==> config.mk <==
export PLATFORM = sky130hd
export DESIGN_NAME = store_commit_buffer
export DESIGN_NICKNAME = d
export VERILOG_FILES = /design/src/rtl/store_commit_buffer.sv
export SDC_FILE = /design/constraint.sdc
export NUM_CORES = 1
export LEC_CHECK = 0
export ABC_AREA = 0
export ABC_CLOCK_PERIOD_IN_PS = 5120
export BUFFER_PORTS_ARGS = -buffer_cell sky130_fd_sc_hd__buf_2
export CAP_MARGIN = 20
export CELL_PAD_IN_SITES_DETAIL_PLACEMENT = 1
export CELL_PAD_IN_SITES_GLOBAL_PLACEMENT = 1
export CORE_MARGIN = 3
export CORE_UTILIZATION = 43
export CTS_CLUSTER_SIZE = 28
export DETAILED_ROUTE_END_ITERATION = 16
export GPL_ROUTABILITY_DRIVEN = 0
export GPL_TIMING_DRIVEN = 0
export PLACE_DENSITY = 0.81
export SYNTH_ARGS = -nofsm -noshare
export SYNTH_HDL_FRONTEND = slang
export SYNTH_SLANG_ARGS = --single-unit
==> constraint.sdc <==
create_clock -name clk -period 5.12 [get_ports clk]
set_clock_uncertainty 0.05 [all_clocks]
set_input_delay 0.512 -clock clk [delete_from_list [all_inputs] [get_ports clk]]
set_output_delay 0.512 -clock clk [all_outputs]
set_load 0.02 [all_outputs]
==> src/rtl/store_commit_buffer.sv <==
// Store commit buffer: holds resolved stores until the ROB retires them, then writes them
// to the data cache in program order. Store-to-load forwarding is built when STORE_FWD_EN is defined.
module store_commit_buffer #(
  parameter int DEPTH  = 8,
  parameter int TAG_W  = 3,
  parameter int ADDR_W = 32,
  parameter int DATA_W = 32
) (
  input  logic              clk,
  input  logic              rst,
  input  logic              st_valid,
  input  logic [TAG_W-1:0]  st_tag,
  input  logic [ADDR_W-1:0] st_addr,
  input  logic [DATA_W-1:0] st_data,
  output logic              st_ready,
  input  logic              commit_valid,
  input  logic [TAG_W-1:0]  commit_tag,
  input  logic              flush,
  output logic              mem_wr_en,
  output logic [ADDR_W-1:0] mem_wr_addr,
  output logic [DATA_W-1:0] mem_wr_data,
  input  logic              mem_stall,
  input  logic [ADDR_W-1:0] ld_addr,
  output logic              fwd_hit,
  output logic [DATA_W-1:0] fwd_data,
  output logic [TAG_W:0]    count,
  output logic              commit_err,
  output logic              overflow_err
);
  localparam int PW = TAG_W + 1;

  logic [TAG_W-1:0]  tag_mem  [DEPTH];
  logic [ADDR_W-1:0] addr_mem [DEPTH];
  logic [DATA_W-1:0] data_mem [DEPTH];
  logic [DEPTH-1:0]  cmt_reg;

  logic [PW-1:0]     rd_ptr_reg, cm_ptr_reg, wr_ptr_reg;
  logic [PW-1:0]     rd_ptr_next, cm_ptr_next, wr_ptr_next;
  logic [TAG_W-1:0]  rd_idx, cm_idx, wr_idx;
  logic              full, commit_ok, enq, out_free, issue;

  logic              mem_wr_en_reg;
  logic [ADDR_W-1:0] mem_wr_addr_reg;
  logic [DATA_W-1:0] mem_wr_data_reg;
  logic              commit_err_reg, overflow_err_reg;

  assign rd_idx = rd_ptr_reg[TAG_W-1:0];
  assign cm_idx = cm_ptr_reg[TAG_W-1:0];
  assign wr_idx = wr_ptr_reg[TAG_W-1:0];

  assign full     = (wr_idx == rd_idx) && (wr_ptr_reg[TAG_W] != rd_ptr_reg[TAG_W]);
  assign count    = wr_ptr_reg - rd_ptr_reg;
  assign st_ready = !full;

  // Commit only sees entries already in the queue; a same-cycle enqueue is not yet visible.
  assign commit_ok = commit_valid && (cm_ptr_reg != wr_ptr_reg) && (tag_mem[cm_idx] == commit_tag);
  assign enq       = st_valid && !full && !flush;
  assign out_free  = !mem_wr_en_reg || !mem_stall;
  assign issue     = out_free && (rd_ptr_reg != cm_ptr_reg) && cmt_reg[rd_idx];

  assign cm_ptr_next = cm_ptr_reg + PW'(commit_ok);
  assign wr_ptr_next = flush ? cm_ptr_next : wr_ptr_reg + PW'(enq);
  assign rd_ptr_next = rd_ptr_reg + PW'(issue);

  always_ff @(posedge clk) begin
    if (rst) begin
      for (int i = 0; i < DEPTH; i++) begin
        tag_mem[i]  <= '0;
        addr_mem[i] <= '0;
        data_mem[i] <= '0;
      end
      cmt_reg <= '0;
    end else begin
      if (enq) begin
        tag_mem[wr_idx]  <= st_tag;
        addr_mem[wr_idx] <= st_addr;
        data_mem[wr_idx] <= st_data;
        cmt_reg[wr_idx]  <= 1'b0;
      end
      // commit_ok implies cm_idx differs from any slot being enqueued this cycle
      if (commit_ok) begin
        cmt_reg[cm_idx] <= 1'b1;
      end
    end
  end

  always_ff @(posedge clk) begin
    if (rst) begin
      rd_ptr_reg       <= '0;
      cm_ptr_reg       <= '0;
      wr_ptr_reg       <= '0;
      mem_wr_en_reg    <= 1'b0;
      mem_wr_addr_reg  <= '0;
      mem_wr_data_reg  <= '0;
      commit_err_reg   <= 1'b0;
      overflow_err_reg <= 1'b0;
    end else begin
      rd_ptr_reg <= rd_ptr_next;
      cm_ptr_reg <= cm_ptr_next;
      wr_ptr_reg <= wr_ptr_next;
      if (out_free) begin
        mem_wr_en_reg <= issue;
        if (issue) begin
          mem_wr_addr_reg <= addr_mem[rd_idx];
          mem_wr_data_reg <= data_mem[rd_idx];
        end
      end
      commit_err_reg   <= commit_valid && !commit_ok;
      overflow_err_reg <= st_valid && full && !flush;
    end
  end

  assign mem_wr_en    = mem_wr_en_reg;
  assign mem_wr_addr  = mem_wr_addr_reg;
  assign mem_wr_data  = mem_wr_data_reg;
  assign commit_err   = commit_err_reg;
  assign overflow_err = overflow_err_reg;

`ifdef STORE_FWD_EN
  logic [DEPTH-1:0] slot_hit;
  logic [TAG_W-1:0] slot_idx [DEPTH];

  // Slot gi is the gi-th oldest live entry counted from the read pointer.
  genvar gi;
  generate
    for (gi = 0; gi < DEPTH; gi++) begin : g_slot
      assign slot_idx[gi] = rd_idx + TAG_W'(gi);
      assign slot_hit[gi] = (PW'(gi) < count) && (addr_mem[slot_idx[gi]] == ld_addr);
    end
  endgenerate

  always_comb begin
    fwd_hit  = 1'b0;
    fwd_data = '0;
    if (mem_wr_en_reg && (mem_wr_addr_reg == ld_addr)) begin
      fwd_hit  = 1'b1;
      fwd_data = mem_wr_data_reg;
    end
    for (int k = 0; k < DEPTH; k++) begin
      if (slot_hit[k]) begin
        fwd_hit  = 1'b1;
        fwd_data = data_mem[slot_idx[k]];
      end
    end
  end
`else
  logic ld_addr_unused;
  assign ld_addr_unused = ^ld_addr;
  assign fwd_hit  = 1'b0;
  assign fwd_data = '0;
`endif

endmodule
==> results of run 1 <==
synth_stat cells, drive strengths merged, types with 4 or more instances:
cell	number	area share
clkbuf	99	0.014
inv	16	0.0022
a32o	6	0.0022
xor2	14	0.0045
a211oi	4	0.0011
ha	9	0.0041
a21oi	9	0.0017
mux4	132	0.11
buf	66	0.016
nor2	87	0.012
mux2i	6	0.0022
and2	539	0.12
nor2b	10	0.0023
nand2	133	0.018
edfxtp	536	0.59
nand3	5	0.00092
dfxtp	87	0.064
xnor2	4	0.0013
a311oi	64	0.021
final cells by class:
cell class	instances	area, um2	share of cell area
diodes	5	12.5	0.000396
repair buffers	153	946	0.0300
flip-flops and latches	623	17800	0.565
clock inverters	30	280	0.00888
well taps	837	1050	0.0332
plain buffers	164	802	0.0254
multi-input cells	1086	8690	0.275
inverters	16	77.6	0.00246
clock buffers	93	1870	0.0591
layer usage:
layer | part of all wire | vias to the layer above | routed length [um] | global-route usage
li1 | - | 7209 | - | -
met1 | 0.38 | 8774 | 30200 | 0.293
met3 | 0.073 | 194 | 5760 | 0.0451
met5 | 0.00073 | - | 58 | 0
met4 | 0.036 | 8 | 2840 | 0.0922
met2 | 0.51 | 683 | 40100 | 0.417
through the flow:
step	area [um2]	worst slack, ns	setup TNS (ns)	hold WS (ns)
floorplan	27400	1.03	0	0.387
global placement	29200	-1.25	-576.27	0.394
detailed placement	29400	0.159	0	0.416
CTS	31600	0.102	0	0.171
global route	31600	0.418	0	0.181
finish	31600	0.622	0	0.182
path summary, 6_finish.rpt:
path | slack, ns | cells past startpoint | to
max reg2reg | 0.62 | 10 | addr_mem[0][3]$_SDFFCE_PN0P_
max | 0.62 | 10 | addr_mem[0][3]$_SDFFCE_PN0P_
min | 0.18 | 3 | mem_wr_en$_SDFFE_PP0P_
min reg2reg | 0.44 | 2 | mem_wr_data[21]$_SDFFE_PP0P_
power by group through the flow:
| stage | registers, mW | clock network, mW | logic [mW] |
|---|---|---|---|
| after floorplan | 5.82 | 0 | 0.251 |
| after global placement | 5.84 | 0 | 0.419 |
| after detailed placement | 5.84 | 0 | 0.464 |
| after CTS | 5.73 | 4.88 | 0.470 |
| after global routing | 5.74 | 5.08 | 0.504 |
| final | 5.73 | 4.84 | 0.471 |
logic make-up (layout without fill, tap and decap cells):
group           after synthesis  after routing  synth area share
flops                       623            623             0.654
xor+xnor                     18             18           0.00578
other cells                   1             38          0.000138
compound gates               96             96            0.0303
simple gates                789            789             0.161
mux                         140            140             0.112
buf+inv                     181            456            0.0318
fa+ha+maj                    10             10           0.00486
cells in the final DEF (no fill, tap or decap), types with 8 or more instances in the layout:
master	Yosys	final
sky130_fd_sc_hd__buf_2	23	168
sky130_fd_sc_hd__inv_1	16	9
sky130_fd_sc_hd__and2_1	539	539
sky130_fd_sc_hd__edfxtp_1	536	536
sky130_fd_sc_hd__buf_4	38	38
sky130_fd_sc_hd__buf_16	0	8
sky130_fd_sc_hd__ha_1	9	9
sky130_fd_sc_hd__nor2_1	87	87
sky130_fd_sc_hd__clkbuf_16	0	69
sky130_fd_sc_hd__clkbuf_1	99	118
sky130_fd_sc_hd__a311oi_1	64	64
sky130_fd_sc_hd__mux4_2	132	132
sky130_fd_sc_hd__nand2_1	133	133
sky130_fd_sc_hd__conb_1	1	33
sky130_fd_sc_hd__clkinv_2	0	11
sky130_fd_sc_hd__nor2b_1	10	10
sky130_fd_sc_hd__a21oi_1	9	9
sky130_fd_sc_hd__dfxtp_1	87	87
sky130_fd_sc_hd__xor2_1	14	14
critical path: cells and delay by family (launching register included):
family / cells / cell delay, ns
adders and majority gates: 1 / 0.36
buffers and inverters: 5 / 2.37
DFF: 1 / 0.30
and+or+nand+nor: 4 / 1.24
==> flow_metrics.py, run 1 <==
metrics = {
    "final_layout": {
        "reg.largest.list": "addr_mem x256, data_mem x256",
        "fraction_of_layout_cells_with_a_size_suffix_above_1": 0.211,
        "fin_nets": 2229,
        "postLayoutCoreUtil": 0.508,
        "final-instance-count-excl-fill": 3007,
        "area_growth_pct": 15.8,
        "final.fill_count": 6246,
    },
    "clocking": {
        "tritoncts": "yes",
        "cts_hold_buffers": 0,
        "cts.sink_count": 623,
        "clock_tree.buffer_depth": 3,
        "postCtsSetupRepairBufs": 0,
        "h-tree-depth": 3,
        "cts-buffers-inserted": 67,
        "cts.clk_slew.worst_paths_ns": 0.06,
        "worst_skew_pair.late_latency_ns": 0.63,
        "ctsRootBufferMaster": "sky130_fd_sc_hd__clkbuf_16",
        "ctsResizeCount": 0,
    },
    "synth": {
        "netlist_instances": 1858,
        "distinct_cells_synth": 46,
        "syn-cell-area_mm2": 0.0273,
        "count_of_flip_flops_with_a_built_in_enable_after_synthesis": 536,
        "synth.yosys.warnings": 0,
        "seq_area_frac_synth": 0.654,
        "most_instantiated_flip_flop_cell_in_the_synthesis_netlist": "sky130_fd_sc_hd__edfxtp_1",
        "syn_area_per_cell_um2": 14.7,
        "asyncSetResetFlopFracSynth": 0,
        "synth-seq-cells": 623,
    },
    "critical_path": {
        "path_common_cell": "sky130_fd_sc_hd__clkbuf_1",
        "worstPathCellList": "buf_2 -> clkbuf_1 -> inv_1 -> ha_1 -> nand4_1 -> nand3_1 -> nor3_1 -> clkbuf_1 -> clkbuf_1 -> and2_1",
        "critPathMaxStageDelay_ns": 0.67,
        "end_kind": "register",
        "cp-start-kind": "register",
        "cp.arrival_ns": 4.91,
        "timing.critical_path.required_ns": 5.53,
        "regToRegStartpoint": "rd_ptr_reg[2]$_SDFF_PP0_",
        "crit_slowest_cell": "sky130_fd_sc_hd__clkbuf_1",
        "worstSetupStartpoint": "rd_ptr_reg[2]$_SDFF_PP0_",
        "worst-path-max-fanout": 17,
        "path_class": "reg -> reg",
    },
    "timing": {
        "grt_setup_unrepaired": "no",
        "tightestPinTransition_ns": 1.14,
        "slew_headroom": 0.239,
        "max_clock_freq_mhz": 222,
        "timing_hold_violations_final": 0,
        "min_period_over_period": 0.879,
        "final_period_minus_worst_setup_slack_ns": 4.50,
        "timing.final.setup_violations": 0,
        "slew_violations": 0,
    },
    "global_routing": {
        "grt_max_degree": 52,
        "via_count_of_the_first_global_routing_pass": 18626,
        "grt.overflow.total": 0,
        "antenna_violations_before_repair": 11,
        "global_route_wire_length_before_repair_um": 117000,
        "grt_usage": 0.238,
    },
    "die": {
        "io-pin-count": 213,
        "floorplan.initialDensity": 0.439,
        "die_area_mm2": 0.0665,
        "floorplan.die.height_um": 258,
        "num_rows": 91,
        "dieWidth_um": 258,
        "core_area_mm2": 0.0622,
    },
    "pwr": {
        "power.static_leakage_nw": 11.7,
        "power.net_switching_mw": 2.43,
        "intPower_mw": 8.61,
        "peakVddDrop_mv": 0.211,
        "power_density_mw_per_mm2": 350,
        "pwr-share-seq": 0.519,
        "fin_total_pwr_mw": 11.0,
        "switching_share": 0.220,
        "clkPwrFrac": 0.438,
        "share_comb_of_total_power": 0.043,
    },
    "job": {
        "maxCapViolations": 0,
    },
    "detailed_routing": {
        "detail_route.vias_per_cell": 5.61,
        "route.detailed.drc": 0,
        "drt_pre_antenna_iters": 5,
        "ant_nets": 0,
        "postRouteWirelength_um": 79000,
        "detail_route.iter0.violations": 1563,
        "num_vias": 16868,
        "route.detailed.wl_per_inst_um": 26.3,
    },
    "placement": {
        "place_hpwl_um": 51100,
        "post-place-cells": 2880,
        "port_buffers": 145,
    },
    "min_path": {
        "worst_hold_startpoint": "mem_stall",
        "min_path_type": "in -> reg",
    },
    "status": {
        "outcome": "finished clean",
    },
}
Note: power is estimated with default switching activity, not from simulation.
==> run 2, diff against run 1 <==
--- a/config.mk
+++ b/config.mk
@@ -16,7 +16,6 @@
 export CTS_CLUSTER_SIZE = 28
 export DETAILED_ROUTE_END_ITERATION = 16
 export GPL_ROUTABILITY_DRIVEN = 0
-export GPL_TIMING_DRIVEN = 0
 export PLACE_DENSITY = 0.81
 export SYNTH_ARGS = -nofsm -noshare
 export SYNTH_HDL_FRONTEND = slang
==> flow_metrics.py, run 2 (same netlist as run 1, synthesis figures left out) <==
metrics = {
    "status": {
        "outcome": "finished clean",
    },
    "critical_path": {
        "end_kind": "register",
        "crit_family": "buffers and inverters",
        "cp-start-kind": "register",
        "cp.arrival_ns": 3.87,
        "worstPathCellList": "buf_4 -> mux4_2 -> nor2_1 -> a2111oi_4 -> buf_12 -> ha_1 -> ha_1 -> xnor2_1 -> nor2_1",
        "r2r_slack_ns": 1.65,
        "rr_worst_depth": 9,
        "timing.critical_path.required_ns": 5.52,
        "worstSetupEndpoint": "rd_ptr_reg[2]$_SDFF_PP0_",
        "critPathMaxStageDelay_ns": 0.63,
        "crit_slowest_cell": "sky130_fd_sc_hd__dfxtp_4",
        "critical_path.n_buffers_inverters": 2,
        "path_class": "reg -> reg",
        "regToRegStartpoint": "rd_ptr_reg[2]$_SDFF_PP0_",
        "r2r_end": "rd_ptr_reg[2]$_SDFF_PP0_",
        "worst-path-max-fanout": 103,
        "worstSetupStartpoint": "rd_ptr_reg[2]$_SDFF_PP0_",
        "number_of_logic_stages_on_the_critical_path_including_buffering": 9,
    },
    "die": {
        "num_rows": 91,
        "core_area_mm2": 0.0622,
        "dieWidth_um": 258,
        "floorplan.initialDensity": 0.439,
        "floorplan.die.height_um": 258,
        "io-pin-count": 213,
        "die_area_mm2": 0.0665,
    },
    "clocking": {
        "h-tree-depth": 3,
        "ctsRootBufferMaster": "sky130_fd_sc_hd__clkbuf_16",
        "tritoncts": "yes",
        "cts_hold_buffers": 0,
        "clock_tree.buffer_depth": 3,
        "cts-buffers-inserted": 67,
        "cts.sink_count": 623,
        "postCtsSetupRepairBufs": 0,
        "cts.clk_slew.worst_paths_ns": 0.06,
        "ctsResizeCount": 0,
        "worst_skew_pair.late_latency_ns": 0.60,
    },
    "global_routing": {
        "grt_usage": 0.220,
        "grt.overflow.total": 0,
        "grt_max_degree": 106,
        "global_route_wire_length_before_repair_um": 109000,
        "antenna_violations_before_repair": 15,
        "via_count_of_the_first_global_routing_pass": 17402,
    },
    "detailed_routing": {
        "route.detailed.drc": 0,
        "num_vias": 15877,
        "route.detailed.wl_per_inst_um": 25.3,
        "postRouteWirelength_um": 72500,
        "detail_route.vias_per_cell": 5.54,
        "ant_nets": 0,
        "drt_pre_antenna_iters": 5,
        "detail_route.iter0.violations": 1460,
    },
    "placement": {
        "port_buffers": 147,
        "place_hpwl_um": 38100,
        "place_area_mm2": 0.0288,
    },
    "timing": {
        "max_clock_freq_mhz": 288,
        "tightestPinTransition_ns": 1.13,
        "timing_hold_violations_final": 0,
        "final_period_minus_worst_setup_slack_ns": 3.47,
        "timing.final.setup_violations": 0,
        "grt_setup_unrepaired": "no",
        "slew_headroom": 0.244,
        "min_period_over_period": 0.678,
        "setup_total_negative_slack_ns": 0,
        "slew_violations": 0,
    },
    "final_layout": {
        "reg.largest.list": "addr_mem x256, data_mem x256",
        "most-common-layout-cells": "539 x sky130_fd_sc_hd__and2_1, 536 x sky130_fd_sc_hd__edfxtp_1, 146 x sky130_fd_sc_hd__buf_2, 133 x sky130_fd_sc_hd__nand2_1, 132 x sky130_fd_sc_hd__mux4_2",
        "postLayoutCellArea_mm2": 0.0309,
        "area_growth_pct": 13.2,
        "fraction_of_layout_cells_with_a_size_suffix_above_1": 0.209,
        "fin_nets": 2090,
        "layout.cells.most_common": "sky130_fd_sc_hd__and2_1",
    },
    "pwr": {
        "power.static_leakage_nw": 11.3,
        "power_density_mw_per_mm2": 352,
        "peakVddDrop_mv": 0.275,
    },
    "job": {
        "maxCapViolations": 0,
    },
    "min_path": {
        "min_path_type": "in -> reg",
    },
}
## run 2: cell types whose count changed in the layout (fill, tap and decap cells not counted), moves of 3 or more
cell	previous run	this run
sky130_fd_sc_hd__buf_16	8	0
sky130_fd_sc_hd__diode_2	5	8
sky130_fd_sc_hd__buf_12	0	5
sky130_fd_sc_hd__nor2_4	0	6
sky130_fd_sc_hd__dfxtp_1	87	84
sky130_fd_sc_hd__dfxtp_4	0	3
sky130_fd_sc_hd__nor2_1	87	81
sky130_fd_sc_hd__buf_4	38	27
sky130_fd_sc_hd__clkinv_2	11	5
sky130_fd_sc_hd__clkbuf_1	118	25
sky130_fd_sc_hd__buf_2	168	146
## run 2: power by group
part / internal, mW / switching (mW) / leakage (nW)
Clock: 2.73 / 1.97 / 1.01
Sequential: 5.68 / 0.0518 / 6.26
Combinational: 0.132 / 0.295 / 4.00
Total: 8.54 / 2.32 / 11.3
## run 2: worst min-delay path by stage
stage,slack [ns],from,cells after the start,end
floorplan,0.39,cmt_reg[4]$_SDFF_PP0_,1,cmt_reg[4]$_SDFF_PP0_
global placement,0.39,cmt_reg[2]$_SDFF_PP0_,1,cmt_reg[2]$_SDFF_PP0_
detailed placement,0.42,cmt_reg[6]$_SDFF_PP0_,1,cmt_reg[6]$_SDFF_PP0_
CTS,0.15,flush,2,wr_ptr_reg[3]$_SDFF_PP0_
global route,0.18,flush,2,wr_ptr_reg[3]$_SDFF_PP0_
finish,0.17,flush,2,wr_ptr_reg[3]$_SDFF_PP0_
## run 2: worst register-to-register path, stage by stage, from the launching register on
cell and delay (ns):
sky130_fd_sc_hd__dfxtp_4 0.63, sky130_fd_sc_hd__buf_4 0.62, sky130_fd_sc_hd__mux4_2 0.34, sky130_fd_sc_hd__nor2_1 0.07
sky130_fd_sc_hd__a2111oi_4 0.42, sky130_fd_sc_hd__buf_12 0.49, sky130_fd_sc_hd__ha_1 0.32, sky130_fd_sc_hd__ha_1 0.18
sky130_fd_sc_hd__xnor2_1 0.14, sky130_fd_sc_hd__nor2_1 0.06
## run 2: per-layer routing
metal	global-route usage	share of wire	vias to the layer above
met5	0	0.00081	-
met4	0.0604	0.021	10
met3	0.0408	0.067	119
met2	0.384	0.51	514
met1	0.281	0.40	8310
li1	-	-	6924
## run 2: per-stage QoR
stage | hold slack, ns | cells | worst slack (ns) | util | total power, mW
floorplan | 0.387 | 1890 | 1.03 | - | 6.07
global placement | 0.393 | 2740 | 1.68 | 0.463 | 6.23
detailed placement | 0.417 | 2740 | 1.61 | 0.463 | 6.26
CTS | 0.148 | 2859 | 1.60 | 0.496 | 10.9
global route | 0.176 | 2862 | 1.44 | 0.496 | 11.2
finish | 0.175 | 2867 | 1.65 | 0.496 | 10.9
## run 2: area by class of cell
cell class / count / area (um2)
clock inverter: 20 / 214
tap: 837 / 1050
sequential: 623 / 17800
clock buffer: 99 / 1870
fill: 6150 / 31300
timing repair buffer: 178 / 1030
multi-input combinational: 1086 / 8750
antenna: 8 / 20.0
inverter: 16 / 78.8
==> run 3, diff against run 2 <==
--- a/config.mk
+++ b/config.mk
@@ -5,8 +5,8 @@
 export SDC_FILE = /design/constraint.sdc
 export NUM_CORES = 1
 export LEC_CHECK = 0
-export ABC_AREA = 0
-export ABC_CLOCK_PERIOD_IN_PS = 5120
+export ABC_AREA = 1
+export ABC_CLOCK_PERIOD_IN_PS = 3200
 export BUFFER_PORTS_ARGS = -buffer_cell sky130_fd_sc_hd__buf_2
 export CAP_MARGIN = 20
 export CELL_PAD_IN_SITES_DETAIL_PLACEMENT = 1
@@ -16,7 +16,7 @@
 export CTS_CLUSTER_SIZE = 28
 export DETAILED_ROUTE_END_ITERATION = 16
 export GPL_ROUTABILITY_DRIVEN = 0
-export PLACE_DENSITY = 0.81
+export PLACE_DENSITY = 0.85
 export SYNTH_ARGS = -nofsm -noshare
 export SYNTH_HDL_FRONTEND = slang
 export SYNTH_SLANG_ARGS = --single-unit
==> constraint.sdc (replaced) <==
create_clock -name clk -period 3.2 [get_ports clk]
set_clock_uncertainty 0.05 [all_clocks]
set_input_delay 0.32 -clock clk [delete_from_list [all_inputs] [get_ports clk]]
set_output_delay 0.32 -clock clk [all_outputs]
set_load 0.02 [all_outputs]
==> flow_metrics.py, run 3 <==
metrics = {
    "final_layout": {
        "antenna_cells": 0,
        "most-common-layout-cells": "943 x sky130_fd_sc_hd__nor2_1, 536 x sky130_fd_sc_hd__edfxtp_1, 317 x sky130_fd_sc_hd__o21ai_0, 291 x sky130_fd_sc_hd__nand2_1, 147 x sky130_fd_sc_hd__buf_2",
        "postLayoutCellArea_mm2": 0.0308,
        "reg.largest.list": "addr_mem x256, data_mem x256",
        "fin_nets": 2928,
        "fraction_of_layout_cells_with_a_size_suffix_above_1": 0.110,
        "layout.cells.most_common": "sky130_fd_sc_hd__nor2_1",
        "area_growth_pct": 13.3,
    },
    "synth": {
        "count_of_flip_flops_with_a_built_in_enable_after_synthesis": 536,
        "syn-cell-area_mm2": 0.0272,
        "synth.most_common_cell": "sky130_fd_sc_hd__nor2_1",
        "synth_largest_type_area_fraction": 0.592,
        "asyncSetResetFlopFracSynth": 0,
        "synth-seq-cells": 623,
        "netlist_instances": 2731,
        "post_synth_main_area_contributors": "sky130_fd_sc_hd__edfxtp_1 59%, sky130_fd_sc_hd__nor2_1 13%, sky130_fd_sc_hd__dfxtp_1 6.4%",
        "syn_area_per_cell_um2": 9.95,
        "seq_area_frac_synth": 0.657,
        "synth.yosys.warnings": 0,
        "cell_type_contributing_the_most_total_cell_area_after_synthesis": "sky130_fd_sc_hd__edfxtp_1",
        "most_instantiated_flip_flop_cell_in_the_synthesis_netlist": "sky130_fd_sc_hd__edfxtp_1",
        "distinct_cells_synth": 32,
        "yosys-top-cells-count": "943 x sky130_fd_sc_hd__nor2_1, 536 x sky130_fd_sc_hd__edfxtp_1, 317 x sky130_fd_sc_hd__o21ai_0, 299 x sky130_fd_sc_hd__nand2_1, 128 x sky130_fd_sc_hd__o22ai_1",
    },
    "pwr": {
        "share_comb_of_total_power": 0.049,
        "clkPwrFrac": 0.426,
        "pwr-share-seq": 0.525,
        "switching_share": 0.227,
        "power.static_leakage_nw": 12.9,
        "power.net_switching_mw": 3.96,
        "power_density_mw_per_mm2": 567,
        "peakVddDrop_mv": 0.338,
        "intPower_mw": 13.5,
    },
    "timing": {
        "grt_setup_unrepaired": "no",
        "timing.final.setup_violations": 0,
        "min_period_over_period": 0.942,
        "max_clock_freq_mhz": 332,
        "slew_headroom": 0.250,
        "tightestPinTransition_ns": 1.12,
        "final_period_minus_worst_setup_slack_ns": 3.01,
        "timing_hold_violations_final": 0,
        "slew_violations": 0,
        "setup_total_negative_slack_ns": 0,
    },
    "critical_path": {
        "critPathMaxStageDelay_ns": 0.59,
        "end_kind": "register",
        "path_class": "reg -> reg",
        "timing.critical_path.required_ns": 3.41,
        "cp.arrival_ns": 3.22,
        "cp-start-kind": "register",
        "crit_slowest_cell": "sky130_fd_sc_hd__dfxtp_4",
        "worstPathCellList": "ha_1 -> nand4_2 -> nand2_2 -> nor2_4 -> nand3_4 -> nand2_4 -> buf_12",
        "worst-path-max-fanout": 47,
    },
    "global_routing": {
        "via_count_of_the_first_global_routing_pass": 22958,
        "antenna_violations_before_repair": 0,
        "grt.overflow.total": 0,
        "global_route_wire_length_before_repair_um": 132000,
        "grt_max_degree": 195,
        "grt_usage": 0.258,
    },
    "clocking": {
        "h-tree-depth": 3,
        "cts.sink_count": 623,
        "worst_skew_pair.late_latency_ns": 0.62,
        "cts.clk_slew.worst_paths_ns": 0.06,
        "cts-buffers-inserted": 67,
        "tritoncts": "yes",
        "postCtsSetupRepairBufs": 0,
        "clock_tree.buffer_depth": 3,
        "ctsRootBufferMaster": "sky130_fd_sc_hd__clkbuf_16",
    },
    "detailed_routing": {
        "route.detailed.drc": 0,
        "detail_route.iter0.violations": 2162,
        "drt_pre_antenna_iters": 5,
        "postRouteWirelength_um": 86500,
        "ant_nets": 0,
        "route.detailed.wl_per_inst_um": 23.4,
        "detail_route.vias_per_cell": 5.69,
        "num_vias": 21052,
    },
    "placement": {
        "port_buffers": 147,
        "place_hpwl_um": 46400,
        "place_area_mm2": 0.0286,
    },
    "min_path": {
        "min_path_type": "in -> reg",
    },
    "die": {
        "floorplan.die.height_um": 257,
        "num_rows": 91,
        "io-pin-count": 213,
        "floorplan.initialDensity": 0.438,
        "core_area_mm2": 0.0621,
        "die_area_mm2": 0.0662,
        "dieWidth_um": 257,
    },
    "job": {
        "maxCapViolations": 0,
    },
    "status": {
        "outcome": "finished clean",
    },
}
## run 3: cell count changes after synthesis, moves of 10 or more
cell,previous run,this run
sky130_fd_sc_hd__nor2_1,87,943
sky130_fd_sc_hd__and2_1,539,0
sky130_fd_sc_hd__o21ai_0,0,317
sky130_fd_sc_hd__nand2_1,133,299
sky130_fd_sc_hd__mux4_2,132,0
sky130_fd_sc_hd__o22ai_1,0,128
sky130_fd_sc_hd__inv_1,16,102
sky130_fd_sc_hd__a311oi_1,64,0
sky130_fd_sc_hd__buf_2,23,80
sky130_fd_sc_hd__nand3_1,5,31
sky130_fd_sc_hd__clkbuf_1,99,75
sky130_fd_sc_hd__buf_6,2,18
sky130_fd_sc_hd__nor2b_1,10,0
## run 3: cells by family after synthesis
| kind of cell | Yosys count | synth area share |
|---|---|---|
| AOI/OAI and AO/OA | 463 | 0.0913 |
| xor gates and xnor gates | 9 | 0.00290 |
| adders and majority gates | 10 | 0.00488 |
| buffers and inverters | 326 | 0.0596 |
| DFF | 623 | 0.657 |
| other | 1 | 0.000138 |
| and+or+nand+nor | 1299 | 0.185 |
## run 3: worst max-delay path, delay by kind of cell (launching register included)
kind	cells	cell delay (ns)
adders and majority gates	1	0.34
and+or+nand+nor	5	1.31
buffers and inverters	1	0.32
DFF	1	0.59
## run 3: layer usage
layer / part of all wire / wire length, um / up-vias / GRT usage
met5: 0 / 0 / - / 0
met4: 0.036 / 3160 / 0 / 0.113
met3: 0.080 / 6960 / 208 / 0.0490
met2: 0.50 / 43600 / 989 / 0.452
met1: 0.38 / 32800 / 10560 / 0.311
li1: - / - / 9295 / -
## run 3: area by class of cell
type | instances | area (um2)
multi-input cells | 1814 | 7960
clock buffers | 97 | 1890
well taps | 837 | 1050
flip-flops and latches | 623 | 17800
repair buffers | 198 | 1450
fillers | 6815 | 31300
inverters | 106 | 412
clock inverters | 26 | 180
## run 3: worst paths after layout
check,slack (ns),cells past startpoint,from,end
worst min register to register,0.44,2,cmt_reg[7]$_SDFF_PP0_,cmt_reg[7]$_SDFF_PP0_
worst min-delay path,0.06,3,st_addr[21],addr_mem[5][21]$_SDFFCE_PN0P_
worst max-delay path,0.19,7,rd_ptr_reg[0]$_SDFF_PP0_,addr_mem[2][6]$_SDFFCE_PN0P_
worst max register to register,0.19,7,rd_ptr_reg[0]$_SDFF_PP0_,addr_mem[2][6]$_SDFFCE_PN0P_
## run 3: per-stage QoR
step                      worst slack [ns]  hold WS [ns]  std cells  utilization  power (mW)
after floorplan                     0.0974         0.397       2763            -        9.80
after global placement               0.356         0.412       3572        0.462        10.1
after detailed placement             0.287         0.427       3572        0.462        10.2
after CTS                            0.215        0.0350       3700        0.496        17.5
after global routing                0.0585        0.0602       3701        0.496        18.0
final                                0.186        0.0637       3701        0.496        17.5
## run 3: timing repair
| action | 4_1_cts | 5_1_grt |
|---|---|---|
| endpoints found under the setup margin | 0 | 0 |
| hold endpoints to repair | 7 | 0 |
| hold buffers | 5 | 0 |
| gates resized for setup | 0 | 0 |
## run 3: power groups by stage
| stage | Clock [mW] | Sequential, mW | Combinational [mW] |
|---|---|---|---|
| detailed placement | 0 | 9.34 | 0.828 |
| finish | 7.43 | 9.17 | 0.850 |
| global placement | 0 | 9.31 | 0.791 |
| CTS | 7.53 | 9.17 | 0.845 |
| global route | 7.87 | 9.19 | 0.922 |
| floorplan | 0 | 9.31 | 0.494 |
